### config.mk
export PLATFORM = sky130hd
export DESIGN_NAME = sdram_bist
export DESIGN_NICKNAME = d
export VERILOG_FILES = /design/src/rtl/sdram_bist_pkg.sv /design/src/rtl/sdram_bist_patgen.sv /design/src/rtl/sdram_bist.sv
export SDC_FILE = /design/constraint.sdc
export NUM_CORES = 1
export LEC_CHECK = 0
export CAP_MARGIN = 20
export CORE_MARGIN = 4
export CORE_UTILIZATION = 35
export DETAILED_ROUTE_END_ITERATION = 8
export GPL_TIMING_DRIVEN = 0
export PLACE_DENSITY = 0.53
export SLEW_MARGIN = 20
export SYNTH_ARGS = -nofsm -noshare
export SYNTH_HDL_FRONTEND = slang
export SYNTH_SLANG_ARGS = --single-unit
### constraint.sdc
create_clock -name clk -period 5.1 [get_ports clk]
set_clock_uncertainty 0.2 [all_clocks]
set_input_delay 1.02 -clock clk [delete_from_list [all_inputs] [get_ports clk]]
set_output_delay 1.02 -clock clk [all_outputs]
set_load 0.01 [all_outputs]
### src/rtl/sdram_bist_pkg.sv
// sdram_bist_pkg: shared types and constants for the SDRAM built-in self-test.
//   state_t      - top-level sequencer states
//   MODE_*       - pattern select encodings
//   LFSR_*       - Galois LFSR taps and seed for the pseudo-random pattern
//   CHECK_*      - checkerboard words for even/odd word addresses
//   lfsr_next()  - one right-shift step of the Galois LFSR
package sdram_bist_pkg;

  typedef enum logic [2:0] {
    ST_IDLE  = 3'd0,
    ST_WRITE = 3'd1,
    ST_READ  = 3'd2,
    ST_DRAIN = 3'd3,
    ST_DONE  = 3'd4
  } state_t;

  localparam logic [1:0]  MODE_ADDR  = 2'd0;
  localparam logic [1:0]  MODE_NADDR = 2'd1;
  localparam logic [1:0]  MODE_LFSR  = 2'd2;
  localparam logic [1:0]  MODE_CHECK = 2'd3;

  localparam logic [15:0] LFSR_TAPS  = 16'hB400;
  localparam logic [15:0] LFSR_SEED  = 16'hACE1;
  localparam logic [15:0] CHECK_EVEN = 16'h5555;
  localparam logic [15:0] CHECK_ODD  = 16'hAAAA;

  function automatic logic [15:0] lfsr_next(input logic [15:0] s);
    return (s >> 1) ^ (s[0] ? LFSR_TAPS : 16'h0000);
  endfunction

endpackage

### src/rtl/sdram_bist_patgen.sv
// sdram_bist_patgen: test-pattern generator, one word per advance.
//   clk, reset : clock and synchronous active-high reset
//   load       : restart the sequence for the given mode (word 0)
//   advance    : step to the next word
//   mode       : pattern select (address, ~address, LFSR, checkerboard)
//   idx_lsb    : LSB of the current word index (checkerboard phase)
//   data       : pattern word for the current index
// A single 16-bit register serves as word counter for the address modes
// and as LFSR state for the pseudo-random mode.
module sdram_bist_patgen
  import sdram_bist_pkg::*;
(
  input  logic        clk,
  input  logic        reset,
  input  logic        load,
  input  logic        advance,
  input  logic [1:0]  mode,
  input  logic        idx_lsb,
  output logic [15:0] data
);

  logic [15:0] gen;

  // Generator state: seed on load, step on advance.
  always_ff @(posedge clk) begin
    if (reset) begin
      gen <= 16'h0000;
    end else if (load) begin
      gen <= (mode == MODE_LFSR) ? LFSR_SEED : 16'h0000;
    end else if (advance) begin
      gen <= (mode == MODE_LFSR) ? lfsr_next(gen) : gen + 16'd1;
    end else begin
      gen <= gen;
    end
  end

  // Pattern word for the current index.
  always_comb begin
    data = 16'h0000;
    case (mode)
      MODE_ADDR:  data = gen;
      MODE_NADDR: data = ~gen;
      MODE_LFSR:  data = gen;
      MODE_CHECK: data = idx_lsb ? CHECK_ODD : CHECK_EVEN;
      default:    data = gen;
    endcase
  end

endmodule

### src/rtl/sdram_bist.sv
// sdram_bist: Avalon-MM master that writes a pattern over WORDS 16-bit words,
// reads it back with up to MAX_PENDING pipelined reads and reports the result.
//   clk, reset        : clock, synchronous active-high reset
//   start, mode       : run request (IDLE/DONE only) and pattern select
//   busy, done, pass  : status; pass valid while done
//   err_count         : saturating mismatch count
//   first_err_addr    : word address of the first mismatch
//   avm_*             : Avalon-MM master port toward the SDRAM controller
module sdram_bist
  import sdram_bist_pkg::*;
#(
  parameter int WORDS       = 33554432,
  parameter int ADDR_W      = 26,
  parameter int MAX_PENDING = 8
) (
  input  logic              clk,
  input  logic              reset,
  input  logic              start,
  input  logic [1:0]        mode,
  output logic              busy,
  output logic              done,
  output logic              pass,
  output logic [15:0]       err_count,
  output logic [24:0]       first_err_addr,
  output logic [ADDR_W-1:0] avm_address,
  output logic              avm_read,
  output logic              avm_write,
  output logic [15:0]       avm_writedata,
  output logic [1:0]        avm_byteenable,
  input  logic              avm_waitrequest,
  input  logic [15:0]       avm_readdata,
  input  logic              avm_readdatavalid
);

  localparam int              OUT_W    = $clog2(MAX_PENDING + 1);
  localparam logic [OUT_W-1:0] MAX_OUT = OUT_W'(MAX_PENDING);
  localparam logic [24:0]     LAST_PTR = 25'(WORDS - 1);

  state_t             state, state_nx;
  logic [24:0]        ptr;
  logic [24:0]        rsp_ptr;
  logic [OUT_W-1:0]   outstanding;
  logic [1:0]         mode_r;
  logic               mismatch_r;
  logic [24:0]        mis_addr_r;
  logic               start_acc, wr_acc, rd_acc, rsp_take;
  logic [1:0]         gen_mode;
  logic [15:0]        exp_data;

  assign start_acc = start && (state == ST_IDLE || state == ST_DONE);
  assign wr_acc    = avm_write && !avm_waitrequest;
  assign rd_acc    = avm_read && !avm_waitrequest;
  // Responses outside READ/DRAIN (e.g. left over from an aborted run) are dropped.
  assign rsp_take  = avm_readdatavalid && (state == ST_READ || state == ST_DRAIN);
  // Generators must see the new mode on the very edge that loads them.
  assign gen_mode  = start_acc ? mode : mode_r;

  sdram_bist_patgen u_wr_gen (
    .clk(clk), .reset(reset), .load(start_acc), .advance(wr_acc),
    .mode(gen_mode), .idx_lsb(ptr[0]), .data(avm_writedata)
  );

  sdram_bist_patgen u_rd_gen (
    .clk(clk), .reset(reset), .load(start_acc), .advance(rsp_take),
    .mode(gen_mode), .idx_lsb(rsp_ptr[0]), .data(exp_data)
  );

  // State register.
  always_ff @(posedge clk) begin
    if (reset) state <= ST_IDLE;
    else       state <= state_nx;
  end

  // Next-state logic.
  always_comb begin
    state_nx = state;
    case (state)
      ST_IDLE:  if (start) state_nx = ST_WRITE; else state_nx = ST_IDLE;
      ST_WRITE: if (wr_acc && ptr == LAST_PTR) state_nx = ST_READ; else state_nx = ST_WRITE;
      ST_READ:  if (rd_acc && ptr == LAST_PTR) state_nx = ST_DRAIN; else state_nx = ST_READ;
      ST_DRAIN: begin
        if (avm_readdatavalid && outstanding == OUT_W'(1)) state_nx = ST_DONE;
        else state_nx = ST_DRAIN;
      end
      ST_DONE:  if (start) state_nx = ST_WRITE; else state_nx = ST_DONE;
      default:  state_nx = ST_IDLE;
    endcase
  end

  // Status and bus-control outputs decoded from state.
  always_comb begin
    busy      = (state == ST_WRITE) || (state == ST_READ) || (state == ST_DRAIN);
    done      = (state == ST_DONE);
    avm_write = (state == ST_WRITE);
    avm_read  = (state == ST_READ) && (outstanding < MAX_OUT);
    // The final compare is still in mismatch_r during the first DONE cycle.
    pass      = done && (err_count == 16'h0000) && !mismatch_r;
  end

  assign avm_address    = ADDR_W'({ptr, 1'b0});
  assign avm_byteenable = 2'b11;

  // Pointers, outstanding-read counter and the two-stage compare/count pipeline.
  always_ff @(posedge clk) begin
    if (reset) begin
      ptr            <= 25'd0;
      rsp_ptr        <= 25'd0;
      outstanding    <= '0;
      mode_r         <= 2'd0;
      mismatch_r     <= 1'b0;
      mis_addr_r     <= 25'd0;
      err_count      <= 16'h0000;
      first_err_addr <= 25'd0;
    end else if (start_acc) begin
      ptr            <= 25'd0;
      rsp_ptr        <= 25'd0;
      outstanding    <= '0;
      mode_r         <= mode;
      mismatch_r     <= 1'b0;
      mis_addr_r     <= 25'd0;
      err_count      <= 16'h0000;
      first_err_addr <= 25'd0;
    end else begin
      if (wr_acc)      ptr <= (ptr == LAST_PTR) ? 25'd0 : ptr + 25'd1;
      else if (rd_acc) ptr <= ptr + 25'd1;
      else             ptr <= ptr;

      if (rd_acc && !rsp_take)      outstanding <= outstanding + OUT_W'(1);
      else if (!rd_acc && rsp_take) outstanding <= outstanding - OUT_W'(1);
      else                          outstanding <= outstanding;

      if (rsp_take) begin
        rsp_ptr    <= rsp_ptr + 25'd1;
        mismatch_r <= (avm_readdata != exp_data);
        mis_addr_r <= rsp_ptr;
      end else begin
        mismatch_r <= 1'b0;
      end

      if (mismatch_r) begin
        if (err_count == 16'h0000) first_err_addr <= mis_addr_r;
        if (err_count != 16'hFFFF) err_count <= err_count + 16'd1;
      end
    end
  end

endmodule

==> reports/results.ini <==
[run_status]
status=complete, no violations

[flow_run]
max_cap_violations=0

[synth]
synth_fa_ha_area_share_pct=1.49
synthDistinctLibCells=69
synth_area_sq_mm=0.00841
ys_warn_count=0
ys_seq_area_share_pct=37.6
synth_edf_count=0
async_flop_share_pct=0
yosys.area_share.simple_pct=26.1
synth_compound_area_share_pct=14.7
yosys.area_share.xor_xnor_pct=9.69
synthCells=1067
synth_area_per_cell_sq_um=7.88
synthMuxAreaShare_pct=5.09
synth-seq-cells=158
synth_flop_cell=dfxtp_1
synth_top_family_by_area=simple AND/OR/NAND/NOR gates

[placement]
hpwl_um=17800
numPortBuffers=109
place_ws_ns=-0.326
place_area_sq_mm=0.00990
place_congestion=0.884

[hold_path]
hold_path.class=reg2reg
hold_end=mis_addr_r[23]
hp-start=mis_addr_r[23]
hold_path_depth=2

[pwr]
p_total_w=0.00298
leakage_nw=3.87
power.density_mw_per_mm2=283
vdd_drop_max_uv=185

[timing]
finalCriticalPeriod_ns=4.97
maxSlewViolCount=0
post-route-period-util_pct=97.4
max_slew_margin_pct=31.8
tightestPinTransition_ns=1.01
fmax_ghz=0.201
fin_tns_setup_ns=0
hold_viol_final=0
rsz0062_at_grt=false
setup_ws_ns=0.134
setup_viol=0

[setup_path]
path_buf_inv=5
r2r-start=state[0]
ff2ff_path_depth=10
crit_path_end_kind=primary output
critPathSlowestCell=clkdlybuf4s50_1
cpPeakStageDelay_ns=0.59
cp.depth=9
crit_family=buffers and inverters
path_max_fanout=10
crit_required_ns=3.88
path_class=in2out
crit_chain=clkdlybuf4s50_1, or3b_1, buf_6, mux2i_4, buf_6, nor2_4, clkbuf_4, a221oi_1, clkdlybuf4s50_1
r2r_end=mismatch_r
arrival_ns=3.75
cp-start-kind=input pin
reg2reg_slack_ns=1.78

[die]
ios=113
dieArea_sq_mm=0.0266
rows=56
die_y_um=163
core_area_sq_mm=0.0235
fp.dieW_um=163
start_util_pct=35.7

[route]
first_pass_iters=7
viasPerCell=5.09
drc=0
ant_nets=0
via_count=7776
finalWirelength_um=24300
wl_per_cell_um=15.9
drt_iter0_drc=519

[cts]
clockBufferDepth=2
cts_tree=built
cts_buffers=17
clock_latency_ns=0.43
cts.reportedPaths.clkPinSlew_ns=0.06
cts_hold_buf=0
root_buffer=clkbuf_16
cts.sinks=158
cts_htree_levels=4

[cells_and_area]
fill_cells=2449
fin_area_sq_mm=0.0105
area_growth_pct=25.3
post-route-util_pct=44.7
nets=1230
ff_latch_area_sq_mm=0.00316
multi_input_area_sq_mm=0.00482
drive_gt1_share_pct=5.79
num_antenna_cells=0

[grt]
gr-total-overflow=0
grt_pass1_vias=7186
antenna_found_initial=0
grt_first_pass_wirelength_um=38900
grt_max_degree=20
grt_usage_pct=18.3

cell type report:
cell class                      instances  share of cell area [%]
Buffer                                 75                    3.50
Clock buffer                           19                    4.21
Clock inverter                         13                    1.41
Inverter                               20                   0.713
Multi-Input combinational cell        814                    45.7
Sequential cell                       158                    30.0
Tap cell                              319                    3.79
Timing Repair Buffer                  111                    10.6
worst register-to-register path, delay by kind of cell, from the launching register on:
| family | cells | cell delay (ns) |
|---|---|---|
| and+or+nand+nor | 2 | 0.93 |
| buffers and inverters | 3 | 0.47 |
| muxes | 1 | 0.22 |
| DFF | 1 | 0.31 |
| AOI/OAI and AO/OA | 3 | 0.86 |
| xor gates and xnor gates | 1 | 0.18 |
worst max path at each step:
stage	start	endpoint	slack, ns
2_1_floorplan	start	avm_writedata[9]	1.21
3_3_place_gp	start	avm_writedata[10]	-0.38
3_5_place_dp	start	avm_writedata[10]	-0.33
4_1_cts	start	avm_writedata[13]	0.04
5_1_grt	start	avm_writedata[5]	0.02
6_report	start	avm_writedata[13]	0.13
per-layer routing:
metal | routed length, um | vias to the layer above | global-route usage (%) | part of all wire (%)
met5 | 0 | - | 0 | 0
met4 | 504 | 0 | 6.21 | 2.1
met3 | 1140 | 32 | 3.57 | 4.7
met2 | 10600 | 183 | 27.7 | 43
met1 | 12100 | 3611 | 26.0 | 50
li1 | - | 3950 | - | -
power breakdown:
group	switching, W	internal [W]	leakage (nW)
logic	0.000251	0.000172	2.30
clock network	0.000583	0.000709	0.293
registers	0.0000141	0.00125	1.28
metrics by stage:
stage,std cells,hold slack (ns)
after CTS,1529,0.259
after global placement,1496,0.244
after detailed placement,1496,0.249
final,1529,0.255
after global routing,1529,0.275
after floorplan,1068,0.236
layout by cell type (no fill, tap or decap), types with 8 or more instances in the layout:
master             n
clkdlybuf4s50_1  105
a21oi_1           76
a22oi_1            9
nand2b_1          17
nand4_1           19
nor2_1           153
nor3_1            27
mux2i_1           33
xor2_1            57
a221o_1            8
nand2_1          141
buf_2              8
o21ai_0           26
clkbuf_1          50
nor4_1             8
dfxtp_1          158
buf_4              9
inv_1             19
o21ai_1           18
xnor2_1           36
or3_1              9
ha_1              10
a221oi_1           8
and3_1            23
nand3_1           47
clkbuf_16         17
logic make-up (layout without fill, tap and decap cells):
group                    after synthesis  in the layout
adder cells (fa/ha/maj)               10             10
other                                  2              3
flip-flops                           158            158
buffers and inverters                 96            238
AND/OR/NAND/NOR                      476            476
multiplexers                          38             38
AO/OA/AOI/OAI                        194            194
XOR/XNOR                              93             93
synth_stat cells, drive strengths merged, types with 3 or more instances:
master,count,share of area (%)
o22ai,3,0.22
mux2i,35,4.5
a221o,8,0.95
dfxtp,158,38
and2,3,0.22
buf,23,1.9
o211ai,6,0.54
and4,7,0.73
inv,19,0.85
nor3,27,1.6
nor2,155,7.0
or3,9,0.67
o2111ai,4,0.42
a311oi,4,0.42
nand2,142,6.4
nor2b,7,0.52
nor4,8,0.60
a221oi,8,0.83
xnor2,36,3.7
ha,10,1.5
o21ai,45,2.8
nand4,19,1.4
clkbuf,53,2.4
a22oi,9,0.80
a211oi,6,0.60
xor2,57,5.9
a21oi,77,4.7
and3,23,1.7
nand2b,17,1.3
o31ai,6,0.54
nand3,47,2.8
sequential cells by signal, summed over array words and instances (netlist names):
name,cells
u_wr_gen.gen,16
u_rd_gen.gen,16
ptr,25
mismatch_r,1
first_err_addr,25
outstanding,4
rsp_ptr,25
err_count,16
mode_r,2
state,3
mis_addr_r,25
timing repair:
action / 4_1_cts / 5_1_grt
endpoints found under the setup margin: 16 / 14
buffers inserted: 2 / 0
hold endpoints to repair: 0 / 0
resized for setup: 3 / 9
No activity file was read; power rests on OpenSTA's default activity.
